==> config.mk <==
export PLATFORM = sky130hd
export DESIGN_NAME = rc5_ctrl
export DESIGN_NICKNAME = d
export VERILOG_FILES = /design/src/rtl/rc5_pkg.sv /design/src/rtl/rc5_fifo.sv /design/src/rtl/rc5_ctrl.sv
export SDC_FILE = /design/constraint.sdc
export NUM_CORES = 1
export LEC_CHECK = 0
export BUFFER_PORTS_ARGS = -buffer_cell sky130_fd_sc_hd__buf_2
export CORE_MARGIN = 5
export CORE_UTILIZATION = 35
export DETAILED_ROUTE_END_ITERATION = 10
export GPL_TIMING_DRIVEN = 0
export PLACE_DENSITY_LB_ADDON = 0.05
export REMOVE_ABC_BUFFERS = 1
export SLEW_MARGIN = 20
export SYNTH_ARGS = -nofsm -noshare
export SYNTH_HDL_FRONTEND = slang
export SYNTH_SLANG_ARGS = --single-unit
==> constraint.sdc <==
create_clock -name sys_clk -period 5 [get_ports sys_clk]
set_input_delay 0.25 -clock sys_clk [delete_from_list [all_inputs] [get_ports sys_clk]]
set_output_delay 0.25 -clock sys_clk [all_outputs]
set_load 0.005 [all_outputs]
==> src/rtl/rc5_pkg.sv <==
// Shared definitions for the RC5 receiver control block: CSR register indices,
// CTRL bit positions and the bit layout of a decoded 13-bit frame.
package rc5_pkg;

    localparam logic [1:0] REG_CTRL   = 2'd0;
    localparam logic [1:0] REG_STATUS = 2'd1;
    localparam logic [1:0] REG_DATA   = 2'd2;
    localparam logic [1:0] REG_DROPS  = 2'd3;

    localparam int CTRL_ENABLE    = 0;
    localparam int CTRL_FILTER_EN = 1;
    localparam int CTRL_DROP_REP  = 2;
    localparam int CTRL_IRQ_EN    = 3;
    localparam int CTRL_FADDR_LSB = 8;
    localparam int CTRL_FADDR_MSB = 12;
    localparam logic [12:0] CTRL_MASK = 13'h1F0F;

    localparam int STATUS_OVF_CLR = 2;

    localparam int FRAME_W    = 13;
    localparam int FIELD_BIT  = 12;
    localparam int TOGGLE_BIT = 11;
    localparam int ADDR_MSB   = 10;
    localparam int ADDR_LSB   = 6;
    localparam int CMD_MSB    = 5;
    localparam int CMD_LSB    = 0;

    // Everything below the field bit identifies a keypress for repeat detection.
    localparam int CODE_W = FIELD_BIT;

endpackage

==> src/rtl/rc5_fifo.sv <==
// Small synchronous FIFO holding accepted RC5 frames until software reads them.
// The caller guarantees push is only raised when space exists (or a pop frees it).
module rc5_fifo
    import rc5_pkg::*;
#(
    parameter int depth_log2 = 2
) (
    input  logic                   clk,
    input  logic                   rst_n,
    input  logic                   push,
    input  logic                   pop,
    input  logic [FRAME_W-1:0]     din,
    output logic [FRAME_W-1:0]     head,
    output logic                   full,
    output logic                   empty,
    output logic [depth_log2:0]    level
);

    localparam int DEPTH = 2 ** depth_log2;
    localparam logic [depth_log2-1:0] PTR_ONE = 1;
    localparam logic [depth_log2:0]   LVL_ONE = 1;
    localparam logic [depth_log2:0]   LVL_FULL = DEPTH;

    logic [FRAME_W-1:0]    mem_q [DEPTH];
    logic [FRAME_W-1:0]    mem_d [DEPTH];
    logic [depth_log2-1:0] wptr_q, wptr_d;
    logic [depth_log2-1:0] rptr_q, rptr_d;
    logic [depth_log2:0]   level_q, level_d;

    always_comb begin
        mem_d   = mem_q;
        wptr_d  = wptr_q;
        rptr_d  = rptr_q;
        level_d = level_q;
        if (push) begin
            mem_d[wptr_q] = din;
            wptr_d        = wptr_q + PTR_ONE;
        end
        if (pop) begin
            rptr_d = rptr_q + PTR_ONE;
        end
        case ({push, pop})
            2'b10:   level_d = level_q + LVL_ONE;
            2'b01:   level_d = level_q - LVL_ONE;
            default: level_d = level_q;
        endcase
    end

    always_ff @(posedge clk or negedge rst_n) begin
        if (!rst_n) begin
            for (int i = 0; i < DEPTH; i++) begin
                mem_q[i] <= '0;
            end
            wptr_q  <= '0;
            rptr_q  <= '0;
            level_q <= '0;
        end else begin
            mem_q   <= mem_d;
            wptr_q  <= wptr_d;
            rptr_q  <= rptr_d;
            level_q <= level_d;
        end
    end

    assign head  = mem_q[rptr_q];
    assign full  = (level_q == LVL_FULL);
    assign empty = (level_q == '0);
    assign level = level_q;

endmodule

==> src/rtl/rc5_ctrl.sv <==
// Control/buffer block between the RC5 receiver core and the CSR bus: enables the
// receiver, filters and de-repeats decoded frames, queues them and raises irq.
module rc5_ctrl
    import rc5_pkg::*;
#(
    parameter logic [3:0] csr_addr   = 4'h0,
    parameter int          depth_log2 = 2,
    parameter int          clk_freq   = 100000000,
    parameter int          repeat_ms  = 150
) (
    input  logic               sys_clk,
    input  logic               sys_rst_n,
    input  logic [13:0]        csr_a,
    input  logic               csr_we,
    input  logic [31:0]        csr_di,
    output logic [31:0]        csr_do,
    output logic               irq,
    input  logic               frame_stb,
    input  logic [FRAME_W-1:0] frame_data,
    output logic               rx_enable
);

    localparam int LW = depth_log2 + 1;
    localparam logic [31:0] WINDOW_CYCLES = 32'(clk_freq / 1000 * repeat_ms);

    logic [12:0]       ctrl_q, ctrl_d;
    logic [31:0]       csr_do_q, csr_do_d;
    logic              irq_q, irq_d;
    logic              ovf_q, ovf_d;
    logic [15:0]       drops_q, drops_d;
    logic [CODE_W-1:0] last_q, last_d;
    logic              last_valid_q, last_valid_d;
    logic [31:0]       win_q, win_d;

    logic [FRAME_W-1:0] fifo_head;
    logic               fifo_full;
    logic               fifo_empty;
    logic [LW-1:0]      fifo_level;
    logic               fifo_push;
    logic               fifo_pop;

    logic        csr_sel, csr_rd, csr_wr;
    logic [1:0]  reg_idx;
    logic        ctrl_wr, status_wr, drops_wr, disabling;
    logic        enable, filter_en, drop_rep, irq_en;
    logic [4:0]  filter_addr;
    logic        stb_live, addr_ok, is_repeat, accept, rep_hit, ovf_hit;
    logic [31:0] rdata;
    logic        unused_bits;

    assign unused_bits = ^{csr_a[9:2], csr_di[31:13]};

    // A selected read lasts exactly one cycle; its data is registered into csr_do
    // on the following edge, and a DATA read pops the FIFO on that same edge.
    always_comb begin
        csr_sel   = (csr_a[13:10] == csr_addr);
        reg_idx   = csr_a[1:0];
        csr_rd    = csr_sel & ~csr_we;
        csr_wr    = csr_sel & csr_we;
        ctrl_wr   = csr_wr & (reg_idx == REG_CTRL);
        status_wr = csr_wr & (reg_idx == REG_STATUS);
        drops_wr  = csr_wr & (reg_idx == REG_DROPS);
        disabling = ctrl_wr & ~csr_di[CTRL_ENABLE];

        enable      = ctrl_q[CTRL_ENABLE];
        filter_en   = ctrl_q[CTRL_FILTER_EN];
        drop_rep    = ctrl_q[CTRL_DROP_REP];
        irq_en      = ctrl_q[CTRL_IRQ_EN];
        filter_addr = ctrl_q[CTRL_FADDR_MSB:CTRL_FADDR_LSB];

        stb_live  = frame_stb & enable;
        addr_ok   = ~filter_en | (frame_data[ADDR_MSB:ADDR_LSB] == filter_addr);
        is_repeat = drop_rep & last_valid_q & (win_q != '0)
                  & (frame_data[CODE_W-1:0] == last_q);
        accept    = stb_live & addr_ok & ~is_repeat;
        rep_hit   = stb_live & addr_ok & is_repeat;

        fifo_pop  = csr_rd & (reg_idx == REG_DATA) & ~fifo_empty;
        fifo_push = accept & (~fifo_full | fifo_pop);
        ovf_hit   = accept & fifo_full & ~fifo_pop;
    end

    always_comb begin
        ctrl_d = ctrl_q;
        if (ctrl_wr) begin
            ctrl_d = csr_di[12:0] & CTRL_MASK;
        end

        last_d = last_q;
        if (accept) begin
            last_d = frame_data[CODE_W-1:0];
        end

        last_valid_d = last_valid_q;
        if (accept) begin
            last_valid_d = 1'b1;
        end
        if (disabling) begin
            last_valid_d = 1'b0;
        end

        win_d = win_q;
        if (win_q != '0) begin
            win_d = win_q - 32'd1;
        end
        if (accept | rep_hit) begin
            win_d = WINDOW_CYCLES;
        end
        if (disabling) begin
            win_d = '0;
        end

        // A same-cycle overflow beats a software clear so no loss goes unreported.
        ovf_d = ovf_q;
        if (status_wr & csr_di[STATUS_OVF_CLR]) begin
            ovf_d = 1'b0;
        end
        if (ovf_hit) begin
            ovf_d = 1'b1;
        end

        drops_d = drops_q;
        if (ovf_hit && drops_q != 16'hFFFF) begin
            drops_d = drops_q + 16'd1;
        end
        if (drops_wr) begin
            drops_d = '0;
        end

        irq_d = irq_en & ~fifo_empty;
    end

    always_comb begin
        rdata = '0;
        case (reg_idx)
            REG_CTRL:   rdata = {19'd0, ctrl_q};
            REG_STATUS: rdata = {24'd0, 4'(fifo_level), 1'b0, ovf_q, fifo_full, ~fifo_empty};
            REG_DATA:   rdata = fifo_empty ? 32'd0 : {19'd0, fifo_head};
            REG_DROPS:  rdata = {16'd0, drops_q};
            default:    rdata = '0;
        endcase
        csr_do_d = csr_sel ? rdata : 32'd0;
    end

    always_ff @(posedge sys_clk or negedge sys_rst_n) begin
        if (!sys_rst_n) begin
            ctrl_q       <= '0;
            csr_do_q     <= '0;
            irq_q        <= 1'b0;
            ovf_q        <= 1'b0;
            drops_q      <= '0;
            last_q       <= '0;
            last_valid_q <= 1'b0;
            win_q        <= '0;
        end else begin
            ctrl_q       <= ctrl_d;
            csr_do_q     <= csr_do_d;
            irq_q        <= irq_d;
            ovf_q        <= ovf_d;
            drops_q      <= drops_d;
            last_q       <= last_d;
            last_valid_q <= last_valid_d;
            win_q        <= win_d;
        end
    end

    rc5_fifo #(
        .depth_log2(depth_log2)
    ) u_fifo (
        .clk   (sys_clk),
        .rst_n (sys_rst_n),
        .push  (fifo_push),
        .pop   (fifo_pop),
        .din   (frame_data),
        .head  (fifo_head),
        .full  (fifo_full),
        .empty (fifo_empty),
        .level (fifo_level)
    );

    assign csr_do    = csr_do_q;
    assign irq       = irq_q;
    assign rx_enable = ctrl_q[CTRL_ENABLE];

endmodule

==> results of run 1 <==
==> per-stage QoR <==
step / power, W / hold slack, ns / cells / worst slack, ns / util (%)
after floorplan: 0.002452 / -0.04559 / 585 / 1.714 / -
after global placement: 0.002693 / 0.4649 / 904 / -0.2968 / 37.48
after detailed placement: 0.002748 / 0.2332 / 907 / 0.9259 / 37.83
after CTS: 0.004080 / 0.07345 / 940 / 0.9127 / 40.85
after global routing: 0.004272 / 0.07171 / 940 / 0.5932 / 40.85
final: 0.004016 / 0.08449 / 940 / 0.8704 / 40.85
==> area by class of cell <==
class                           count  area [µm²]
Clock buffer                       18       439.2
Inverter                           10       37.54
Clock inverter                     14       165.2
Sequential cell                   147        3679
Tap cell                          270       337.8
Fill cell                        1988       12010
Multi-Input combinational cell    428        3319
Timing Repair Buffer               53       315.3
==> flip-flops by register name, summed over array words and instances (netlist names), 3 cells and up <==
register	cells
drops_q	16
u_fifo.mem_q	52
ctrl_q	9
csr_do	16
win_q	32
last_q	12
u_fifo.level	3
==> layer usage <==
metal / vias to the layer above / GRT usage [%] / part of all wire, %
li1: 2300 / - / -
met2: 82 / 22.41 / 46
met4: 0 / 4.458 / 1.2
met1: 2473 / 22.04 / 49
met3: 14 / 2.839 / 3.2
met5: - / 0 / 0
==> layout by cell type (no fill, tap or decap), types with 6 or more instances in the layout <==
cell type,synthesis,routed
sky130_fd_sc_hd__dfrtp_1,147,147
sky130_fd_sc_hd__nor2_1,38,38
sky130_fd_sc_hd__nor4_1,12,11
sky130_fd_sc_hd__mux2_2,74,74
sky130_fd_sc_hd__and3_1,11,11
sky130_fd_sc_hd__inv_6,0,6
sky130_fd_sc_hd__nand4_1,6,6
sky130_fd_sc_hd__or3_1,14,14
sky130_fd_sc_hd__inv_1,10,10
sky130_fd_sc_hd__xnor2_1,26,26
sky130_fd_sc_hd__o21ai_0,15,14
sky130_fd_sc_hd__nor3_1,20,20
sky130_fd_sc_hd__nand2_1,25,25
sky130_fd_sc_hd__ha_1,7,7
sky130_fd_sc_hd__or4_1,16,16
sky130_fd_sc_hd__a22oi_1,11,11
sky130_fd_sc_hd__conb_1,1,16
sky130_fd_sc_hd__clkbuf_16,0,17
sky130_fd_sc_hd__o31ai_1,9,9
sky130_fd_sc_hd__mux4_2,13,13
sky130_fd_sc_hd__xor2_1,21,21
sky130_fd_sc_hd__a21oi_1,34,34
sky130_fd_sc_hd__buf_2,3,48
sky130_fd_sc_hd__nand3_1,18,18
==> timing repair <==
action / in CTS / in global routing
hold endpoints to repair: 61 / 0
hold buffers: 1 / 0
setup endpoints to repair: 0 / 0
resized for setup: 0 / 0
==> report_power, final <==
part	switching [W]	leakage (nW)	total (W)	internal [W]
registers	0.000272	1.91	0.00180	0.00153
clock network	0.000539	0.297	0.00130	0.000765
logic	0.000406	1.38	0.000911	0.000505
==> final timing paths <==
kind / to / slack [ns]
setup reg to reg: u_fifo.level[1] / 0.87
max in group asynchronous: u_fifo.mem_q[13] / 3.83
hold reg to reg: ovf_q / 0.49
setup / recovery: u_fifo.level[1] / 0.87
hold / removal: ctrl_q[9] / 0.08
min in group asynchronous: win_q[26] / 0.37
==> worst max-delay path, delay by kind of cell, from the launching register on <==
family                     cells  cell delay, ns
buffers and inverters          2            0.16
adders and majority gates      3            0.85
AOI/OAI and AO/OA              2            0.59
and+or+nand+nor                4            2.04
DFF                            1            0.41
==> cells by family (layout without fill, tap and decap cells) <==
family | after synthesis | after routing | synth area share, %
AO/OA/AOI/OAI | 88 | 88 | 8.014
other | 1 | 16 | 0.05188
multiplexers | 88 | 88 | 15.72
AND/OR/NAND/NOR | 181 | 181 | 14.04
adder cells (fa/ha/maj) | 8 | 8 | 1.489
buffers and inverters | 55 | 95 | 4.102
XOR/XNOR | 47 | 47 | 5.695
flip-flops | 147 | 147 | 50.89
==> key figures, run 1 <==
Run status
  – Result of the run: completed

GRT
  – Wire length of the first global-routing pass: ~28000 µm
  – Global route total overflow: 0
  – Maximum number of pins on one net before global-route repair: 87
  – Number of global-route vias before repair: between 4000 and 5000
  – Global-route total usage across every layer: between 10 and 15%
  – Antenna violations before repair: 0

Final layout
  – Post-route standard cell area excluding fillers: 8293 µm²
  – Post-layout nets: 728
  – Ant diodes: 0
  – Synth-to-layout area growth: 14.73%
  – Share of post-route cells with drive strength above 1: between 20% and 30%

Critical path
  – Critical Path Start: win_q[0]
  – Worst endpoint required time: between 5 and 6 ns
  – Critical path launch point type: flop
  – Ordered list of cells on the worst path: inv_1, ha_1, nor3b_1, and4_1, and4_1, o21ai_4, nand2b_1, ha_1, inv_1, fa_1, o21ai_0
  – Worst-path maximum fanout: 23
  – Slowest CP cell: sky130_fd_sc_hd__and4_1
  – Data arrival, critical path: around 4.5 ns
  – Start of the worst register-to-register path: win_q[0]
  – Longest individual stage delay on the worst path: about 0.9 ns
  – Sort of element at the end of the critical path: flop
  – Worst R2R Path Depth: 11
  – Type of the setup path with the least slack: flop to flop

Synthesis
  – Count of yosys warnings during synthesis: 0
  – Yosys top cell area share: about half
  – Number of storage elements in the synthesis netlist: 147
  – Distinct cells, synth: 53
  – Post-synthesis average cell area: ~12 µm²
  – FFs w/ async S/R, synth: between 90% and 100%
  – Post-synth top cells: sky130_fd_sc_hd__dfrtp_1, sky130_fd_sc_hd__mux2_2, sky130_fd_sc_hd__nor2_1
  – Top-count cell post-synth: sky130_fd_sc_hd__dfrtp_1
  – Number of enable-type register cells in the synthesized netlist: 0
  – Dominant cells by area after synthesis: sky130_fd_sc_hd__dfrtp_1, sky130_fd_sc_hd__mux2_2, sky130_fd_sc_hd__mux4_2, sky130_fd_sc_hd__xnor2_1, sky130_fd_sc_hd__xor2_1
  – Cell taking the most area after synthesis: sky130_fd_sc_hd__dfrtp_1
  – Register area share after synthesis: roughly 50%
  – Post-synthesis instance total: around 620
  – Post-synthesis instance area: 7228 µm²
  – Top flip-flop cell by instance count after synthesis: sky130_fd_sc_hd__dfrtp_1

Min path
  – Worst hold path cell count: 2
  – Launch point of the worst hold path: csr_di[9]
  – Worst Hold Class: input port to flop

STA
  – Hold Vio Cnt, Final: 0
  – Transition time at the pin with the least slew margin: 1.071 ns
  – Final setup skew: about 0.01 ns
  – Period utilization: between 80% and 90%
  – Unrepaired setup endpoints after global routing: no
  – Max-slew headroom at the worst pin: approximately 28%
  – Achievable clock frequency: between 200 and 250 MHz
  – Time the worst path needs with I/O delays and setup: approximately 4.1 ns
  – Max-slew violation total from the final report: 0
  – Total Neg Setup Slack: 0 ns
  – Count of final setup violators: 0

Clock tree
  – Clock latency at the later pin of the worst-skew pair: between 0.4 and 0.5 ns
  – Buffer depth of the longest clock path: 2
  – Total number of clock tree sinks: about 150
  – Setup Buffers After CTS: 0
  – Clock-pin slew on the worst setup and hold paths: roughly 0.060 ns
  – Cts bufs inserted: 17
  – Clock tree from TritonCTS: done
  – Root buffer cell: sky130_fd_sc_hd__clkbuf_16
  – H-tree depth: 4

Route
  – Ratio of routed vias to standard cells: slightly above 5
  – Via count: slightly below 5000
  – Final ANT Viol Nets: 0
  – DRC Markers: 0
  – Total wirelength of the detailed-routed design: 16990 µm
  – WL/cell: around 18 µm
  – Iteration-0 DRC Markers: approximately 280
  – Number of detailed-route iterations in the first pass: 4

Die
  – Floorplan Core Area: slightly above 20000 µm²
  – Total die area: 23630 µm²
  – Die span in y: ~150 µm
  – Placement Rows: between 50 and 60
  – Number of top-level design ports: 97
  – Initial Utilization: around 36%
  – Die boundary width: 153.7 µm

Place
  – Area after detailed placement: 7679 µm²
  – Dpl hpwl: 11660 µm
  – Final GP Congestion: ~0.77
  – PortBufs: between 40 and 50

Job
  – Number of maximum-capacitance constraint violations: 0

Power
  – LEAKAGE: between 3 and 4 nW
  – Peak supply drop: 0.2447 mV
  – Power density over the cells: 484.2 nW/µm²
No activity file was read; power rests on OpenSTA's default activity.
==> inputs of run 2 (changes only) <==
==> constraint.sdc (replaced) <==
create_clock -name sys_clk -period 3.5 [get_ports sys_clk]
set_input_delay 0.175 -clock sys_clk [delete_from_list [all_inputs] [get_ports sys_clk]]
set_output_delay 0.175 -clock sys_clk [all_outputs]
set_load 0.005 [all_outputs]
==> run 2 against run 1 <==
- sequential power increased by 43%
- worst hold slack lost 0.066 ns
- register-to-register slack worse by 0.63 ns
- critical endpoint is now u_fifo.mem_q[33]
- largest power group unchanged
==> key figures, run 2 (same netlist as run 1, synthesis figures left out) <==
STA
  – Max-slew violation total from the final report: 0
  – Final setup skew: about 0.010 ns
  – Transition time at the pin with the least slew margin: ~1.0 ns
  – Period utilization: a little over 90%
  – Max-slew headroom at the worst pin: between 30% and 40%
  – Total Neg Setup Slack: 0 ns
  – Hold Vio Cnt, Final: 0
  – Achievable clock frequency: approximately 300 MHz
  – Unrepaired setup endpoints after global routing: no
  – Worst setup margin: between 0.2 and 0.25 ns
  – Time the worst path needs with I/O delays and setup: roughly 3.3 ns
  – Count of final setup violators: 0

GRT
  – Antenna violations before repair: 0
  – Wire length of the first global-routing pass: around 28000 µm
  – Global-route total usage across every layer: between 15 and 20%
  – Global route total overflow: 0
  – Number of global-route vias before repair: approximately 4900
  – Maximum number of pins on one net before global-route repair: 87

Critical path
  – Worst R2R Path Depth: 9
  – Type of the setup path with the least slack: flop to flop
  – Sort of element at the end of the critical path: flop
  – Longest individual stage delay on the worst path: roughly 0.48 ns
  – Critical Path Start: win_q[0]
  – Worst endpoint required time: around 3.8 ns
  – Worst-path maximum fanout: 23
  – Slowest CP cell: sky130_fd_sc_hd__nor3b_1
  – Ordered list of cells on the worst path: inv_1, ha_1, nor3b_1, and4_1, and4_4, o21ai_4, buf_4, nor2_4, mux2_2
  – Start of the worst register-to-register path: win_q[0]
  – Setup slack of the worst register-to-register path: roughly 0.24 ns
  – Capturing instance or port of the critical path: u_fifo.mem_q[33]
  – Data arrival, critical path: between 3 and 4 ns
  – Reg2reg end: u_fifo.mem_q[33]
  – Critical path launch point type: flop

Clock tree
  – Total number of clock tree sinks: ~150
  – Cts bufs inserted: 17
  – H-tree depth: 4
  – Clock-pin slew on the worst setup and hold paths: ~0.060 ns
  – Clock tree from TritonCTS: done
  – Clock latency at the later pin of the worst-skew pair: roughly 0.42 ns
  – Buffer depth of the longest clock path: 2
  – Root buffer cell: sky130_fd_sc_hd__clkbuf_16

Final layout
  – Ant diodes: 0
  – Largest register FFs: 52
  – Most common library cell in the layout ignoring fill and taps: sky130_fd_sc_hd__dfrtp_1
  – Post-layout nets: between 700 and 800
  – Fill count: 1991
  – Registers with the most flip-flops: u_fifo.mem_q x52, win_q x32
  – Most flop-heavy register: u_fifo.mem_q
  – Top library cells by usage in the layout, fill and taps aside: sky130_fd_sc_hd__dfrtp_1, sky130_fd_sc_hd__mux2_2, sky130_fd_sc_hd__buf_2
  – Share of the core filled with cells: about 41%
  – Share of post-route cells with drive strength above 1: 28.44%
  – Synth-to-layout area growth: 15.39%

Route
  – Ratio of routed vias to standard cells: 5.186
  – Number of detailed-route iterations in the first pass: 4
  – Final ANT Viol Nets: 0
  – DRC Markers: 0
  – WL/cell: between 15 and 20 µm
  – Iteration-0 DRC Markers: roughly 260
  – Via count: 4901
  – Total wirelength of the detailed-routed design: ~17000 µm

Job
  – Number of maximum-capacitance constraint violations: 0

Die
  – Die boundary width: roughly 150 µm
  – Total die area: roughly 24000 µm²
  – Number of top-level design ports: 97
  – Die span in y: between 150 and 200 µm
  – Placement Rows: 52
  – Floorplan Core Area: approximately 20000 µm²
  – Initial Utilization: approximately 36%

Place
  – Dpl hpwl: ~12000 µm
  – Final GP Congestion: about 0.77
  – Placement-stage worst setup slack: -0.5741 ns
  – PortBufs: 49

Min path
  – Worst Hold Class: input port to flop
  – Launch point of the worst hold path: csr_di[1]

Run status
  – Result of the run: completed

Power
  – Power density over the cells: slightly below 700 nW/µm²
  – Peak supply drop: ~0.35 mV
  – LEAKAGE: about 3.6 nW
run 2: cell types whose count changed in the layout (fill, tap and decap cells not counted), sizes merged:
cell / before / now
buf: 52 / 54
dlygate4sd3: 1 / 4
run 2: where the power goes:
part	internal (W)	leakage [nW]	switching (W)	total, W
logic	0.000726	1.40	0.000584	0.00131
clock network	0.00109	0.297	0.000770	0.00186
registers	0.00218	1.91	0.000389	0.00257
run 2: timing repair:
action / in CTS / in global routing
pin swaps: 1 / 0
setup endpoints to repair: 58 / 54
hold endpoints to repair: 63 / 1
gates resized for setup: 1 / 1
gates cloned: 0 / 0
setup buffers: 2 / 0
hold buffers: 3 / 1
run 2: cell type report:
type	count	area [µm²]	area share (%)
tap	270	337.8	4.050
inverter	10	37.54	0.4500
sequential	147	3679	44.10
timing repair buffer	58	360.3	4.320
multi-input combinational	428	3322	39.83
clock buffer	18	439.2	5.266
clock inverter	14	165.2	1.980
run 2: critical path, delay by kind of cell, from the launching register on:
kind | cells | cell delay, ns
buf+inv | 2 | 0.31
compound gates | 1 | 0.10
flops | 1 | 0.41
mux | 1 | 0.39
fa+ha+maj | 1 | 0.19
simple gates | 4 | 1.72
run 2: through the flow:
step | cell area [µm²] | cells | total power, W | hold slack [ns]
after floorplan | 7025 | 585 | 0.003503 | -0.1206
after global placement | 7609 | 904 | 0.003847 | 0.4361
after detailed placement | 7679 | 907 | 0.003926 | 0.1582
after CTS | 8329 | 944 | 0.005835 | 0.00007563
after global routing | 8341 | 945 | 0.006111 | 0.001364
final | 8341 | 945 | 0.005746 | 0.01887
run 2: metal layers:
| metal | track usage, % | routed length (µm) | vias to the layer above | share of wire, % |
|---|---|---|---|---|
| met5 | 0 | 0 | - | 0 |
| li1 | - | - | 2308 | - |
| met2 | 22.77 | 8007 | 82 | 47 |
| met4 | 4.415 | 195 | 0 | 1.1 |
| met3 | 2.839 | 558 | 12 | 3.3 |
| met1 | 22.15 | 8370 | 2499 | 49 |
run 2: how the worst min path moves through the flow:
stage | cells past startpoint | slack (ns) | to
after floorplan | 0 | -0.12 | csr_do[0]
after global placement | 2 | 0.44 | ctrl_q[9]
after detailed placement | 1 | 0.16 | win_q[26]
after CTS | 2 | 0.00008 | ctrl_q[12]
after global routing | 2 | 0.001 | ctrl_q[10]
final | 2 | 0.02 | ctrl_q[1]
==> inputs of run 3 (changes only) <==
--- a/config.mk
+++ b/config.mk
@@ -5,6 +5,7 @@
 export SDC_FILE = /design/constraint.sdc
 export NUM_CORES = 1
 export LEC_CHECK = 0
+export ABC_AREA = 1
 export BUFFER_PORTS_ARGS = -buffer_cell sky130_fd_sc_hd__buf_2
 export CORE_MARGIN = 5
 export CORE_UTILIZATION = 35
==> run 3 against run 2 <==
- die area rose by 5.7%
- combinational power rose by 11%
- largest cell class unchanged
- highest routed layer unchanged
- cell count grew 40%
- power up 1.6%
- via count grew 32%
- clock skew up 0.0045 ns
- utilization decreased by 0.35 points
- flip-flop and latch count unchanged
- routed wire length up 29%
- synthesized cell count rose by 60%
- first-iteration DRC count up 58%
==> key figures, run 3 <==
Synthesis
  – Cell taking the most area after synthesis: sky130_fd_sc_hd__dfrtp_1
  – Post-synthesis average cell area: about 7.8 µm²
  – Register area share after synthesis: 47.98%
  – Top-count cell post-synth: sky130_fd_sc_hd__nand2_1
  – Post-synthesis instance area: roughly 7700 µm²
  – Post-synthesis instance total: approximately 990
  – Number of enable-type register cells in the synthesized netlist: 0
  – Post-synth top cells: sky130_fd_sc_hd__nand2_1, sky130_fd_sc_hd__dfrtp_1, sky130_fd_sc_hd__nor2_1
  – Distinct cells, synth: 38
  – Top flip-flop cell by instance count after synthesis: sky130_fd_sc_hd__dfrtp_1
  – FFs w/ async S/R, synth: 100.0%
  – Yosys top cell area share: 47.98%
  – Dominant cells by area after synthesis: sky130_fd_sc_hd__dfrtp_1, sky130_fd_sc_hd__nand2_1, sky130_fd_sc_hd__nand3_1, sky130_fd_sc_hd__nor2_1, sky130_fd_sc_hd__o21ai_0
  – Number of storage elements in the synthesis netlist: roughly 150
  – Count of yosys warnings during synthesis: 0

Route
  – Iteration-0 DRC Markers: 415
  – DRC Markers: 0
  – Number of detailed-route iterations in the first pass: 4
  – Final ANT Viol Nets: 0
  – Total wirelength of the detailed-routed design: around 22000 µm
  – WL/cell: between 15 and 20 µm
  – Ratio of routed vias to standard cells: approximately 4.9
  – Via count: roughly 6400

Critical path
  – Worst endpoint required time: 3.84 ns
  – Longest individual stage delay on the worst path: 0.41 ns
  – Most prevalent standard cell on the critical path: sky130_fd_sc_hd__inv_1
  – Critical path launch point type: flop
  – Slowest CP cell: sky130_fd_sc_hd__fa_1
  – Worst-path maximum fanout: 22
  – Crit path max-delay family: simple AND/OR/NAND/NOR gates
  – Number of buffers and inverters on the critical path: 4
  – Data arrival, critical path: approximately 3.4 ns
  – Ordered list of cells on the worst path: inv_1, ha_1, nand2_1, nor2_4, nand4_4, nand3_2, nand2_4, nor2_4, buf_16, inv_1, ha_1, inv_1, fa_1, o21ai_0
  – Type of the setup path with the least slack: flop to flop
  – Sort of element at the end of the critical path: flop

Die
  – Die boundary width: between 150 and 200 µm
  – Total die area: 24960 µm²
  – Floorplan Core Area: around 22000 µm²
  – Placement Rows: 54
  – Number of top-level design ports: between 90 and 100
  – Die span in y: roughly 160 µm
  – Initial Utilization: around 35%

Place
  – PortBufs: 49
  – Area after detailed placement: approximately 8100 µm²
  – Final GP Congestion: about 0.80
  – Dpl hpwl: ~15000 µm
  – Cell Count Post-Placement: between 1000 and 1500

STA
  – Total Neg Setup Slack: 0 ns
  – Period utilization: ~88%
  – Max-slew headroom at the worst pin: between 30% and 40%
  – Count of final setup violators: 0
  – Max-slew violation total from the final report: 0
  – Achievable clock frequency: approximately 320 MHz
  – Transition time at the pin with the least slew margin: roughly 1.0 ns
  – Hold Vio Cnt, Final: 0
  – Unrepaired setup endpoints after global routing: no
  – Final setup skew: between 0.01 and 0.015 ns
  – Time the worst path needs with I/O delays and setup: 3.087 ns

Clock tree
  – Total number of clock tree sinks: about 150
  – Clock latency at the later pin of the worst-skew pair: approximately 0.43 ns
  – Cts bufs inserted: 17
  – H-tree depth: 4
  – Clock tree from TritonCTS: done
  – Buffer depth of the longest clock path: 2
  – Clock-pin slew on the worst setup and hold paths: 0.06 ns
  – Root buffer cell: sky130_fd_sc_hd__clkbuf_16

Power
  – Power density over the cells: around 660 nW/µm²
  – Peak supply drop: roughly 0.30 mV
  – LEAKAGE: approximately 4.4 nW

Final layout
  – Largest register FFs: 52
  – Most flop-heavy register: u_fifo.mem_q
  – Post-route standard cell area excluding fillers: about 8800 µm²
  – Post-layout nets: 1102
  – Share of post-route cells with drive strength above 1: 9.483%
  – Most common library cell in the layout ignoring fill and taps: sky130_fd_sc_hd__nand2_1
  – Share of the core filled with cells: about two fifths
  – Synth-to-layout area growth: 15.24%
  – Ant diodes: 0
  – Count of placed standard cells in the final layout, fillers left out: 1324
  – Top library cells by usage in the layout, fill and taps aside: sky130_fd_sc_hd__nand2_1, sky130_fd_sc_hd__dfrtp_1, sky130_fd_sc_hd__nor2_1
  – Registers with the most flip-flops: u_fifo.mem_q x52, win_q x32

Min path
  – Worst Hold Class: input port to flop

GRT
  – Global route total overflow: 0
  – Global-route total usage across every layer: about 18%
  – Maximum number of pins on one net before global-route repair: ~80
  – Wire length of the first global-routing pass: roughly 36000 µm
  – Antenna violations before repair: 0
  – Number of global-route vias before repair: roughly 6300

Job
  – Number of maximum-capacitance constraint violations: 0

Run status
  – Result of the run: completed
[run 3: changes by cell type after synthesis, moves of 14 or more]
cell | previous run | this run
sky130_fd_sc_hd__a21oi_1 | 34 | 16
sky130_fd_sc_hd__or3_1 | 14 | 0
sky130_fd_sc_hd__xnor2_1 | 26 | 8
sky130_fd_sc_hd__nand2_1 | 25 | 283
sky130_fd_sc_hd__o21ai_0 | 15 | 52
sky130_fd_sc_hd__nand3_1 | 18 | 104
sky130_fd_sc_hd__nor2_1 | 38 | 131
sky130_fd_sc_hd__or4_1 | 16 | 0
sky130_fd_sc_hd__mux2_2 | 74 | 0
sky130_fd_sc_hd__o22ai_1 | 2 | 16
sky130_fd_sc_hd__inv_1 | 10 | 69
[run 3: final cells by class]
type | count | area (µm²)
Clock buffer | 19 | 432.9
Clock inverter | 13 | 185.2
Fill cell | 2271 | 12850
Inverter | 70 | 262.8
Multi-Input combinational cell | 730 | 3472
Sequential cell | 147 | 3679
Tap cell | 280 | 350.3
Timing Repair Buffer | 65 | 452.9
[run 3: report_power, final]
part	switching [W]	total, W	internal, W
registers	0.000315	0.00244	0.00213
logic	0.000934	0.00145	0.000511
clock network	0.000761	0.00195	0.00119
[run 3: final timing paths]
kind,start,end,slack (ns),depth (start not counted)
min in group asynchronous,sys_rst_n,u_fifo.mem_q[6],0.34,2
max in group asynchronous,sys_rst_n,win_q[14],2.38,3
worst min-delay path,csr_di[9],ctrl_q[9],0.01,3
worst min register to register,u_fifo.mem_q[29],u_fifo.mem_q[29],0.46,2
worst max register to register,win_q[0],u_fifo.level[1],0.41,14
worst max-delay path,win_q[0],u_fifo.level[1],0.41,14
[run 3: what timing repair did]
| item | in CTS | in global routing |
|---|---|---|
| setup buffers | 2 | 4 |
| endpoints found under the setup margin | 19 | 28 |
| gates cloned | 0 | 0 |
| hold endpoints to repair | 85 | 0 |
| gates resized for setup | 0 | 1 |
| hold buffers | 7 | 0 |
| pin swaps | 1 | 1 |
[run 3: layer usage]
| layer | part of all wire, % | routed length [µm] | up-vias | GRT usage [%] |
|---|---|---|---|---|
| met4 | 0.91 | 200 | 0 | 4.265 |
| met2 | 46 | 10080 | 134 | 28.82 |
| met5 | 0 | 0 | - | 0 |
| li1 | - | - | 3253 | - |
| met1 | 49 | 10850 | 3051 | 26.90 |
| met3 | 4.3 | 954 | 11 | 3.089 |
[run 3: cell families (layout without fill, tap and decap cells)]
family	count (synthesis)	after routing	synth area share [%]
adders and majority gates	8	8	1.404
and+or+nand+nor	564	564	31.17
DFF	147	147	47.98
buffers and inverters	124	167	7.557
AOI/OAI and AO/OA	106	106	7.720
xor gates and xnor gates	36	36	4.113
other	1	16	0.04892
[run 3: stage by stage]
step	hold slack (ns)	setup slack [ns]	total power [W]
after floorplan	-0.1206	0.2331	0.003363
after global placement	0.3801	-0.8946	0.003870
after detailed placement	0.2194	-0.2735	0.003914
after CTS	0.007282	0.08324	0.005909
after global routing	0.02306	0.1027	0.006237
final	0.009620	0.4135	0.005840
[run 3: worst register-to-register path: stages (launching register included)]
cell and delay [ns]:
sky130_fd_sc_hd__dfrtp_1 0.39, sky130_fd_sc_hd__inv_1 0.14, sky130_fd_sc_hd__ha_1 0.27, sky130_fd_sc_hd__nand2_1 0.16
sky130_fd_sc_hd__nor2_4 0.25, sky130_fd_sc_hd__nand4_4 0.16, sky130_fd_sc_hd__nand3_2 0.16, sky130_fd_sc_hd__nand2_4 0.16
sky130_fd_sc_hd__nor2_4 0.23, sky130_fd_sc_hd__buf_16 0.17, sky130_fd_sc_hd__inv_1 0.05, sky130_fd_sc_hd__ha_1 0.18
sky130_fd_sc_hd__inv_1 0.10, sky130_fd_sc_hd__fa_1 0.41, sky130_fd_sc_hd__o21ai_0 0.16
